==> config.mk <==
export PLATFORM = sky130hd
export DESIGN_NAME = toggle_cover_collector_flat
export DESIGN_NICKNAME = d
export VERILOG_FILES = /design/src/rtl/toggle_cover_collector_if.sv /design/src/rtl/toggle_cover_collector.sv /design/src/flat_wrapper.sv
export SDC_FILE = /design/constraint.sdc
export NUM_CORES = 1
export LEC_CHECK = 0
export ABC_AREA = 0
export BUFFER_PORTS_ARGS = -buffer_cell sky130_fd_sc_hd__buf_2
export CAP_MARGIN = 20
export CORE_MARGIN = 10
export CORE_UTILIZATION = 56
export DETAILED_ROUTE_END_ITERATION = 8
export HOLD_SLACK_MARGIN = 0.08
export PLACE_DENSITY = 0.83
export SETUP_SLACK_MARGIN = 0.2
export SLEW_MARGIN = 20
export SYNTH_ARGS = -nofsm -noshare
export SYNTH_HDL_FRONTEND = slang
export SYNTH_SLANG_ARGS = --single-unit
==> constraint.sdc <==
create_clock -name gbl_clk -period 9.55 [get_ports gbl_clk]
set_input_delay 2.3875 -clock gbl_clk [delete_from_list [all_inputs] [get_ports gbl_clk]]
set_output_delay 2.3875 -clock gbl_clk [all_outputs]
set_load 0.01 [all_outputs]
==> src/rtl/toggle_cover_collector_if.sv <==
// Report stream of the toggle-coverage collector: one newly covered point per valid/ready beat.
interface toggle_cover_collector_if #(
  parameter int unsigned IDX_W = 32
);
  logic             rpt_valid;
  logic             rpt_ready;
  logic [IDX_W-1:0] rpt_index;
  logic             rpt_rise;

  modport master (output rpt_valid, rpt_index, rpt_rise, input rpt_ready);
  modport slave  (input rpt_valid, rpt_index, rpt_rise, output rpt_ready);
endinterface

==> src/rtl/toggle_cover_collector.sv <==
// Toggle-coverage collector: per-bit rise/fall cover points, sticky hit map, and a stream
// that reports each newly covered point exactly once.
module toggle_cover_collector #(
  parameter int unsigned WIDTH       = 44,
  parameter int unsigned COVER_INDEX = 0,
  parameter int unsigned COVER_TOTAL = 8940,
  parameter int unsigned IDX_W       = 32,
  parameter int unsigned CNT_W       = $clog2(2*WIDTH+1)
) (
  input  logic                        gbl_clk,
  input  logic                        reset,
  input  logic                        en,
  input  logic [WIDTH-1:0]            sig,
  input  logic                        clear,
  toggle_cover_collector_if.master    rpt,
  output logic [CNT_W-1:0]            hit_count,
  output logic                        all_hit
);
  localparam int unsigned NPT = 2*WIDTH;
  localparam int unsigned PTW = (NPT > 1) ? $clog2(NPT) : 1;

  if (COVER_INDEX + 2*WIDTH > COVER_TOTAL) begin : g_bad_range
    $error("toggle_cover_collector: cover points exceed COVER_TOTAL");
  end

  typedef enum logic {IDLE, HOLD} state_t;

  state_t           state_q, state_d;
  logic [WIDTH-1:0] prev_q;
  logic             primed_q;
  logic [NPT-1:0]   hit_q, pend_q;
  logic [NPT-1:0]   pts, new_pts, load_mask;
  logic [CNT_W-1:0] hit_count_q, new_cnt;
  logic [PTW-1:0]   enc_idx;
  logic             enc_any;
  logic             load;
  logic [IDX_W-1:0] rpt_index_q;
  logic             rpt_rise_q;

  // Point 2*i is the rising edge of bit i, 2*i+1 the falling edge.
  always_comb begin
    pts = '0;
    if (en && primed_q) begin
      for (int unsigned i = 0; i < WIDTH; i++) begin
        pts[2*i]   = sig[i] & ~prev_q[i];
        pts[2*i+1] = ~sig[i] & prev_q[i];
      end
    end
    new_pts = pts & ~hit_q;
    new_cnt = '0;
    for (int unsigned i = 0; i < NPT; i++) begin
      new_cnt = new_cnt + CNT_W'(new_pts[i]);
    end
  end

  always_comb begin
    enc_any = 1'b0;
    enc_idx = '0;
    for (int unsigned i = 0; i < NPT; i++) begin
      if (pend_q[i] && !enc_any) begin
        enc_any = 1'b1;
        enc_idx = PTW'(i);
      end
    end
  end

  always_comb begin
    state_d = state_q;
    load    = 1'b0;
    case (state_q)
      IDLE: begin
        if (enc_any) begin
          load    = 1'b1;
          state_d = HOLD;
        end
      end
      HOLD: begin
        if (rpt.rpt_ready) begin
          if (enc_any) load = 1'b1;
          else         state_d = IDLE;
        end
      end
      default: state_d = IDLE;
    endcase
    load_mask = load ? (NPT'(1) << enc_idx) : '0;
  end

  always_ff @(posedge gbl_clk) begin
    if (!reset) begin
      state_q     <= IDLE;
      prev_q      <= '0;
      primed_q    <= 1'b0;
      hit_q       <= '0;
      pend_q      <= '0;
      hit_count_q <= '0;
      rpt_index_q <= '0;
      rpt_rise_q  <= 1'b0;
    end else begin
      if (en) begin
        prev_q   <= sig;
        primed_q <= 1'b1;
      end
      // Clear discards edges detected on the same edge, but sampling continues.
      if (clear) begin
        state_q     <= IDLE;
        hit_q       <= '0;
        pend_q      <= '0;
        hit_count_q <= '0;
      end else begin
        state_q     <= state_d;
        hit_q       <= hit_q | new_pts;
        pend_q      <= (pend_q & ~load_mask) | new_pts;
        hit_count_q <= hit_count_q + new_cnt;
        if (load) begin
          rpt_index_q <= IDX_W'(COVER_INDEX) + IDX_W'(enc_idx);
          rpt_rise_q  <= ~enc_idx[0];
        end
      end
    end
  end

  assign rpt.rpt_valid = (state_q == HOLD);
  assign rpt.rpt_index = rpt_index_q;
  assign rpt.rpt_rise  = rpt_rise_q;
  assign hit_count     = hit_count_q;
  assign all_hit       = (hit_count_q == CNT_W'(NPT));

endmodule
==> src/flat_wrapper.sv <==
// flat-port wrapper written by rule: the top's interface ports become plain ports
module toggle_cover_collector_flat 
#(
  parameter int unsigned WIDTH       = 44,
  parameter int unsigned COVER_INDEX = 0,
  parameter int unsigned COVER_TOTAL = 8940,
  parameter int unsigned IDX_W       = 32,
  parameter int unsigned CNT_W       = $clog2(2*WIDTH+1)
)
  (gbl_clk, reset, en, sig, clear, hit_count, all_hit, rpt_rpt_valid, rpt_rpt_index, rpt_rpt_rise, rpt_rpt_ready);
  toggle_cover_collector_if #(.IDX_W(IDX_W)) rpt_i ();
  input  logic gbl_clk;
  input  logic reset;
  input  logic en;
  input  logic [WIDTH-1:0] sig;
  input  logic clear;
  output logic [CNT_W-1:0] hit_count;
  output logic all_hit;
  output wire logic [$bits(rpt_i.rpt_valid)-1:0] rpt_rpt_valid;
  output wire logic [$bits(rpt_i.rpt_index)-1:0] rpt_rpt_index;
  output wire logic [$bits(rpt_i.rpt_rise)-1:0] rpt_rpt_rise;
  input wire logic [$bits(rpt_i.rpt_ready)-1:0] rpt_rpt_ready;
  assign rpt_rpt_valid = rpt_i.rpt_valid;
  assign rpt_rpt_index = rpt_i.rpt_index;
  assign rpt_rpt_rise = rpt_i.rpt_rise;
  assign rpt_i.rpt_ready = rpt_rpt_ready;
  toggle_cover_collector #(.WIDTH(WIDTH), .COVER_INDEX(COVER_INDEX), .COVER_TOTAL(COVER_TOTAL), .IDX_W(IDX_W), .CNT_W(CNT_W)) u_core (.gbl_clk(gbl_clk), .reset(reset), .en(en), .sig(sig), .clear(clear), .rpt(rpt_i), .hit_count(hit_count), .all_hit(all_hit));
endmodule
# Word level (Yosys, flattened, before mapping)
# Index checks and enable logic that the tools add are counted.
word_totals:
  register_bits: 237
  inputBits: 49
  word_cells: 643
classes:
  addsub: 88
  eq_ne: 1
  shift: 1
  mux: 182
  bitwise_logic: 186
  reduce_logical: 177
ops:
  columns: ["op", "n"]
  rows:
  - ["$add 7x1->7", 86]
  - ["$mux 6", 32]
  - ["$and 88x88->88", 2]
  - ["$mux 88", 2]
  - ["$not 88->88", 2]
  - ["$or 88x88->88", 2]
  - ["$mux 7", 24]
  - ["$mux 1", 92]
  - ["$not 1->1", 92]
  - ["$and 1x1->1", 88]
  - ["$logic_and 1x1->1", 88]
  - ["$shl 1x7->88 const A", 1]
  - ["$logic_not 1->1", 87]
  - ["$mux 5", 16]
  - ["$mux 4", 8]
  - ["$mux 3", 4]
  - ["$add 7x7->7", 1]
  - ["$eq 7x7->1 const B", 1]
  - ["$mux 2", 2]
  - ["$pmux 1 s2", 2]
  - ["$add 1x1->2", 1]
  - ["$reduce_and 2->1", 1]
  - ["$reduce_or 2->1", 1]

# Depth between registers and ports, before layout
# Gate-level depths: netlist of run 1.
logic_depth:
  word_depth: 269
  depth_mapped: 29
  depth_no_buf: 27

# Worst setup path before layout of run 1
# OpenSTA, ideal clock, no wires.
synth_timing:
  path_kind: "input -> register"
  startpoint: "in en"
  endpoint: "reg u_core.hit_count_q[6] (netlist: u_core.hit_count[6])"
  t_arrival_ns: 9.156
  t_required_ns: 9.422
  slack_ns: 0.266
  cell_stages: 29
  path_cell_list: "nand2_1 clkbuf_1 clkbuf_1 nor4_1 inv_1 fa_1 inv_1 fa_1 inv_1 fa_1 fa_1 inv_1 fa_1 inv_1 fa_1 fa_1 fa_1 fa_1 inv_1 ha_1 inv_1 fa_1 nor2b_1 o21ai_0 nand2b_1 a21o_1 a21oi_1 xnor2_1 nor2_1"
synth_between:
  elab_chain_len: 91
synth_rtl:
  columns: ["element", "line_no", "source"]
  rows:
  - ["start: declaration", "flat_wrapper.sv:14", "input logic en;"]
  - ["$logic_and 1x1->1 *", "toggle_cover_collector.sv:43", "if (en && primed_q) begin"]
  - ["$mux 88 *", "toggle_cover_collector.sv:43", null]
  - ["$and 88x88->88 *", "toggle_cover_collector.sv:49", "new_pts = pts & ~hit_q;"]
  - ["$add 1x1->2", "toggle_cover_collector.sv:52", "new_cnt = new_cnt + CNT_W'(new_pts[i]);"]
  - ["$add 7x1->7 (85 in a row)", "toggle_cover_collector.sv:52", null]
  - ["$add 7x1->7 *", "toggle_cover_collector.sv:52", null]
  - ["$add 7x7->7 *", "toggle_cover_collector.sv:113", "hit_count_q <= hit_count_q + new_cnt;"]
  - ["end signal: assignment", "toggle_cover_collector.sv:113", null]
  - ["end: declaration", "toggle_cover_collector.sv:33", "logic [CNT_W-1:0] hit_count_q, new_cnt;"]
# Every way passes the cells marked *; elsewhere a longest branch is shown, timed or not.
# A chain may end at the register's enable or synchronous reset.

# Final worst setup path of run 1
# Ends and elaborated chain as after synthesis.

==> reports/summary.txt, run 1 <==
fmax: 110.2 MHz
worst-path maximum fanout: 19
syn_area_per_cell: 8.894 sq um
max cap viols: 0
simple-gate share of the synthesized area: 20.88%
grt total ovfl: 0
crit path time final: 9.079 ns
DR WL/cell: 22.38 um
count of final max-slew check failures: 0
r2r endpoint: u_core.hit_count[6]
largest family of logic cells by synthesized area: simple AND/OR/NAND/NOR gates
Via Count: 12755
Critical Path Most Common Cell: fa_1
Placer Congestion: 0.9919
non-filler instance count after layout: 1996
CTS tree: yes
TritonCTS buffer count: 25
Chip Width: 178.8 um
area leader, netlist: dfxtp_1
Power Dens Cells: 181.1 nW/um^2
Reg2Reg Setup Slack: 2.05 ns
Yosys cell types: 83
die area: 31960 sq um
ys async rst share: 0%
mux contribution to synthesized area: 3.333%
Worst Setup Path Type: in2reg
Die H: 178.8 um
vias in the first global route: 12477
Inst Count DP: 1951
Post-Synth Adder-Cell Area: 13.90%
Post-Syn Area: 14110 sq um
clock root buffer master: clkbuf_16
I/O Buffers: 65
Worst EP required: 9.93 ns
initial detailed-routing violation count: 1625
Final Hold Fails: 0
Setup crit end: u_core.hit_count[6]
Seq. cell area: 4745 sq um
dpl hpwl: 32790 um
number of synthesized flops with an enable pin: 0
DRT Pass-1 Iters: 6
Worst EP arrival: 9.46 ns
layout cells sized above 1: 14.41%
RR Startpoint: u_core.primed_q
post-synthesis xor/xnor area fraction: 0.5585%
CP max-delay cell: fa_1
RSZ-0062 raised after global routing: false
Leak: 6.604 nW
Worst-Margin Slew: 1.058 ns
fin crit share: 95.06%
P&R area growth vs syn: 12.00%
Post-Synthesis Cells: 1587
HP Class: reg2reg
Final nets: 1809
starting density of the core: 56.54%
Top FF cell, synth: dfxtp_1
commonest non-fill, non-tap cell in the layout: inv_1
Worst VDD drop: 0.1635 mV
top cell type's share of synthesized area: 33.61%
CTS Buffer Depth: 3
Filler cells: 1993
most frequent cells in the layout: inv_1 (243), dfxtp_1 (237), a31oi_1 (153), nor2_1 (139), fa_1 (76)
# IOs: 91
Row Count: 58
Placement Cell Area: 14820 sq um
Clock Skew: 0.01613 ns
status: finished, final reports clean
# clock sinks: 237
Clock H-tree levels: 1
Post-DRT Antenna Nets: 0
largest net degree at the start of global routing: 89
DR DRC count: 0
first-pass GRT wire length: 69190 um
final WL: 44680 um
multi-input logic area: 8113 sq um
Post-CTS Hold Buffers: 0
Seq/Total Area, Yosys: 33.61%
relative slew slack: 28.87%
Register-to-Register Path Depth: 28
smallest hold slack: 0.4642 ns
register bit total from synthesis: 237
Worst-path clk slew: 0.06 ns
GRT Total Usage: 27.35%
Vias/cell: 6.390
number of antenna diodes: 0
Ys Warns: 0
leading post-synthesis cells by cell area: dfxtp_1 (34%), fa_1 (11%), a31oi_1 (6.8%)
CP peak stage delay: 0.61 ns
Final Cell Area: 15810 sq um
initial antenna violation count: 0
Core Area: 24960 sq um
startpoint types: primary input
clk_lat worst skew: 0.53 ns
Crit. End Element: flop
Compound-Gate Fraction of Synth Area: 17.30%
# setup viols final: 0
Setup crit start: en
cells by family (layout without fill, tap and decap cells):
group / Yosys count / in the layout
compound gates: 345 / 345
xor+xnor: 9 / 9
fa+ha+maj: 110 / 110
buf+inv: 349 / 404
flops: 237 / 237
mux: 47 / 47
other cells: 1 / 25
simple gates: 489 / 489
how the worst min path moves through the flow:
stage                     depth (start not counted)          endpoint  slack, ns              from
final                                             2   u_core.hit_q[7]       0.46   u_core.hit_q[7]
after global routing                              2  u_core.hit_q[37]       0.49  u_core.hit_q[37]
after CTS                                         2  u_core.hit_q[79]       0.46  u_core.hit_q[79]
after detailed placement                          2  u_core.hit_q[70]       0.45  u_core.hit_q[70]
after global placement                            2  u_core.hit_q[86]       0.44  u_core.hit_q[86]
after floorplan                                   2  u_core.hit_q[10]       0.43  u_core.hit_q[10]
power by group:
part	switching, mW	leakage (nW)	internal [mW]	total, mW
Sequential	0.0287	1.92	1.02	1.05
Combinational	0.501	4.25	0.285	0.786
Clock	0.402	0.429	0.628	1.03
Total	0.932	6.60	1.93	2.86
registers in the layout, summed over array words and instances (netlist names):
register,cells
u_core.hit_q,88
u_core.pend_q,88
u_core.prev_q,44
u_core.hit_count,7
u_core.rpt.rpt_index,7
u_core.primed_q,1
u_core.rpt.rpt_rise,1
u_core.rpt.rpt_valid,1
final cells by class:
class	instances	area share (%)
Clock inverter	8	0.7835
Sequential cell	237	30.01
Timing Repair Buffer	118	4.741
Inverter	243	5.770
Multi-Input combinational cell	1025	51.32
Tap cell	330	2.612
Clock buffer	35	4.765
worst max-delay path, delay by kind of cell:
family / cells / cell delay (ns)
AO/OA/AOI/OAI: 3 / 0.29
XOR/XNOR: 1 / 0.13
adder cells (fa/ha/maj): 11 / 5.04
buffers and inverters: 9 / 0.81
AND/OR/NAND/NOR: 5 / 0.79
stage by stage:
step / TNS (ns) / total power, mW / utilization [%] / setup WS (ns)
after floorplan: 0 / 1.595 / - / 0.2661
after global placement: -0.07025 / 1.795 / 59.35 / -0.07025
after detailed placement: -0.3107 / 1.807 / 59.35 / -0.1921
after CTS: 0 / 2.839 / 62.86 / 0.2657
after global routing: 0 / 2.996 / 63.33 / 0.2112
final: 0 / 2.864 / 63.33 / 0.4715
Yosys cell counts (12+ instances only):
| library cell | n |
|---|---|
| buf_2 | 14 |
| nand3_1 | 20 |
| ha_1 | 32 |
| a221oi_2 | 13 |
| nand2_1 | 22 |
| a31oi_1 | 153 |
| dfxtp_1 | 237 |
| fa_1 | 78 |
| buf_4 | 29 |
| or4_1 | 57 |
| nor2b_1 | 65 |
| nor3_1 | 31 |
| a21oi_1 | 17 |
| o21ai_0 | 51 |
| and3_1 | 25 |
| a21o_1 | 29 |
| nand4_1 | 12 |
| nor2_1 | 139 |
| mux2i_1 | 47 |
| clkbuf_1 | 50 |
| nor4_1 | 44 |
| inv_1 | 243 |
layer usage:
metal / share of wire [%] / wire length, um / vias to the layer above / global-route usage [%]
li1: - / - / 5711 / -
met1: 40 / 17740 / 6136 / 35.91
met2: 46 / 20340 / 800 / 42.81
met3: 11 / 4908 / 108 / 6.908
met4: 3.8 / 1685 / 0 / 9.990
met5: 0 / 0 / - / 0
timing repair:
item / CTS / global route
setup buffers: 0 / 1
setup endpoints to repair: 0 / 3
gates resized for setup: 0 / 22
Note: power is estimated with default switching activity, not from simulation.
==> run 2, diff against run 1 <==
Settings changed: CELL_PAD_IN_SITES_DETAIL_PLACEMENT from default to 1, CELL_PAD_IN_SITES_GLOBAL_PLACEMENT from default to 1, CORE_ASPECT_RATIO from default to 0.7, CORE_UTILIZATION 56 to 43.
==> run 2 against run 1 <==
Compared with the run above:
- global-route usage decreased by 2.6 points
- hold slack got worse by 0.0013 ns
- highest routed layer unchanged
- sequential cell count unchanged
- critical path depth decreased by 4
- non-clock buffer count increased by 11
- largest cell class unchanged
- sequential power about the same
- routed wire length increased by 17%
==> reports/summary.txt, run 2 (synthesized netlist as in run 1, its figures left out) <==
Via Count: 12926 (was 12755)
kind of cell adding the most delay to the critical path: adder cells (unchanged)
Reg power frac: 37.0% (was 36.6%)
I/O Buffers: 65 (unchanged)
hold path cells: 2 (unchanged)
die area: 40590 sq um (was 31960 sq um)
RSZ-0062 raised after global routing: false (unchanged)
Setup crit end: u_core.hit_count[6] (unchanged)
DR DRC count: 0 (unchanged)
most frequent cells in the layout: inv_1 (243), dfxtp_1 (237), a31oi_1 (153), nor2_1 (139), fa_1 (77) (was inv_1 (243), dfxtp_1 (237), a31oi_1 (153), nor2_1 (139), fa_1 (76))
RR Startpoint: u_core.primed_q (unchanged)
Row Count: 55 (was 58)
CP peak stage delay: 0.56 ns (was 0.61 ns)
Final Cell Area: 15900 sq um (was 15810 sq um)
clock group share of total power: 33.5% (was 36.0%)
initial detailed-routing violation count: 1328 (was 1625)
Power Dens Cells: 178.2 nW/um^2 (was 181.1 nW/um^2)
Seq. cell area: 4745 sq um (unchanged)
Worst-Margin Slew: 1.117 ns (was 1.058 ns)
HP Class: reg2reg (unchanged)
Chip Width: 236.5 um (was 178.8 um)
final WL: 52470 um (was 44680 um)
crit path time final: 9.159 ns (was 9.079 ns)
Core Area: 32340 sq um (was 24960 sq um)
Worst EP required: 9.98 ns (was 9.93 ns)
Net Sw Power: 1.002 mW (was 0.9320 mW)
Crit. End Element: flop (unchanged)
relative slew slack: 25.55% (was 28.87%)
Worst-path clk slew: 0.06 ns (about the same)
grt total ovfl: 0 (unchanged)
fmax: 109.2 MHz (was 110.2 MHz)
multi-input logic area: 8085 sq um (was 8113 sq um)
first-pass GRT wire length: 79340 um (was 69190 um)
vias in the first global route: 13313 (was 12477)
Placement Cell Area: 15020 sq um (was 14820 sq um)
P_int: 1.830 mW (was 1.932 mW)
Clock H-tree levels: 1 (unchanged)
Register-to-Register Path Depth: 24 (was 28)
DR WL/cell: 24.91 um (was 22.38 um)
Comb pwr share: 29.5% (was 27.4%)
crit path buf inv count: 6 (was 9)
CTS Buffer Depth: 3 (unchanged)
CTS tree: yes (unchanged)
max cap viols: 0 (unchanged)
initial antenna violation count: 0 (unchanged)
Vias/cell: 6.138 (was 6.390)
P&R area growth vs syn: 12.62% (was 12.00%)
DRT Pass-1 Iters: 6 (unchanged)
Placer Congestion: 0.9980 (was 0.9919)
Core Util, Final: 49.15% (was 63.33%)
GRT Total Usage: 24.75% (was 27.35%)
Overall Power: 2.833 mW (was 2.864 mW)
layout cells sized above 1: 14.00% (was 14.41%)
Worst EP arrival: 9.59 ns (was 9.46 ns)
Setup crit start: en (unchanged)
status: finished, final reports clean (unchanged)
count of final max-slew check failures: 0 (unchanged)
r2r endpoint: u_core.hit_count[6] (unchanged)
Crit. path cell count: 25 (was 29)
worst-path maximum fanout: 17 (was 19)
Post-DRT Antenna Nets: 0 (unchanged)
Post-CTS Hold Buffers: 0 (unchanged)
dpl hpwl: 37780 um (was 32790 um)
Die H: 171.6 um (was 178.8 um)
Filler cells: 3807 (was 1993)
# setup viols final: 0 (unchanged)
largest net degree at the start of global routing: 89 (unchanged)
Worst VDD drop: 0.1259 mV (was 0.1635 mV)
CP max-delay cell: fa_1 (unchanged)
starting density of the core: 43.64% (was 56.54%)
# IOs: 91 (unchanged)
Reg2Reg Setup Slack: 1.88 ns (was 2.05 ns)
# clock sinks: 237 (unchanged)
Largest regs: u_core.hit_q x88, u_core.pend_q x88, u_core.prev_q x44 (unchanged)
Final Hold Fails: 0 (unchanged)
Final nets: 1820 (was 1809)
Net Sw Frac: 35.39% (was 32.55%)
commonest non-fill, non-tap cell in the layout: inv_1 (unchanged)
startpoint types: primary input (unchanged)
clk_lat worst skew: 0.57 ns (was 0.53 ns)
Worst Setup Path Type: in2reg (unchanged)
clock root buffer master: clkbuf_16 (unchanged)
TritonCTS buffer count: 25 (unchanged)
fin crit share: 95.91% (was 95.06%)
Critical Path Most Common Cell: fa_1 (unchanged)
Leak: 6.602 nW (was 6.604 nW)
Clock Skew: 0.02002 ns (was 0.01613 ns)
run 2: cell types whose count changed in the layout (fill, tap and decap cells not counted), sizes merged:
cell | before | now
clkinvlp | 2 | 1
bufinv | 3 | 0
clkinv | 2 | 7
buf | 117 | 128
diode | 0 | 1
run 2: area by class of cell:
class	count	area share, %
diodes	1	0.01574
clock buffers	35	4.423
clock inverters	9	0.3935
inverters	243	5.738
multi-input cells	1025	50.86
flip-flops and latches	237	29.85
well taps	427	3.361
repair buffers	129	5.360
run 2: metal layers:
layer	global-route usage [%]	vias up	share of wire, %
li1	-	5736	-
met1	32.49	6484	42
met2	39.33	591	45
met3	6.104	115	9.6
met4	7.954	0	3.2
met5	0	-	0
run 2: worst min path at each step:
stage                          start          endpoint
finish              u_core.hit_q[13]  u_core.hit_q[13]
global route        u_core.hit_q[67]  u_core.hit_q[67]
CTS                 u_core.hit_q[13]  u_core.hit_q[13]
detailed placement  u_core.hit_q[79]  u_core.hit_q[79]
global placement    u_core.hit_q[86]  u_core.hit_q[86]
floorplan           u_core.hit_q[10]  u_core.hit_q[10]
run 2: through the flow:
stage,setup WS [ns],instances,setup TNS [ns],hold slack [ns]
final,0.3908,2106,0,0.4630
after global routing,0.1992,2105,0,0.4973
after CTS,0.2500,2102,0,0.4638
after detailed placement,-0.2857,2058,-0.5740,0.4500
after global placement,-0.05952,2058,-0.05952,0.4389
after floorplan,0.2661,1611,0,0.4298
run 2: repair_timing:
item,4_1_cts,5_1_grt
resized for setup,0,11
endpoints found under the setup margin,0,3
buffers inserted,0,2
run 2: tightest hold or removal path, cell delays in order (launching register included):
cell     delay [ns]
dfxtp_1        0.32
a31oi_1        0.04
nor2_1         0.07
run 2: power groups by stage:
stage	logic, mW	registers [mW]	clock network, mW
global placement	0.732	1.07	0
detailed placement	0.794	1.07	0
CTS	0.802	1.05	0.958
global route	0.894	1.05	1.00
finish	0.835	1.05	0.949
floorplan	0.533	1.06	0
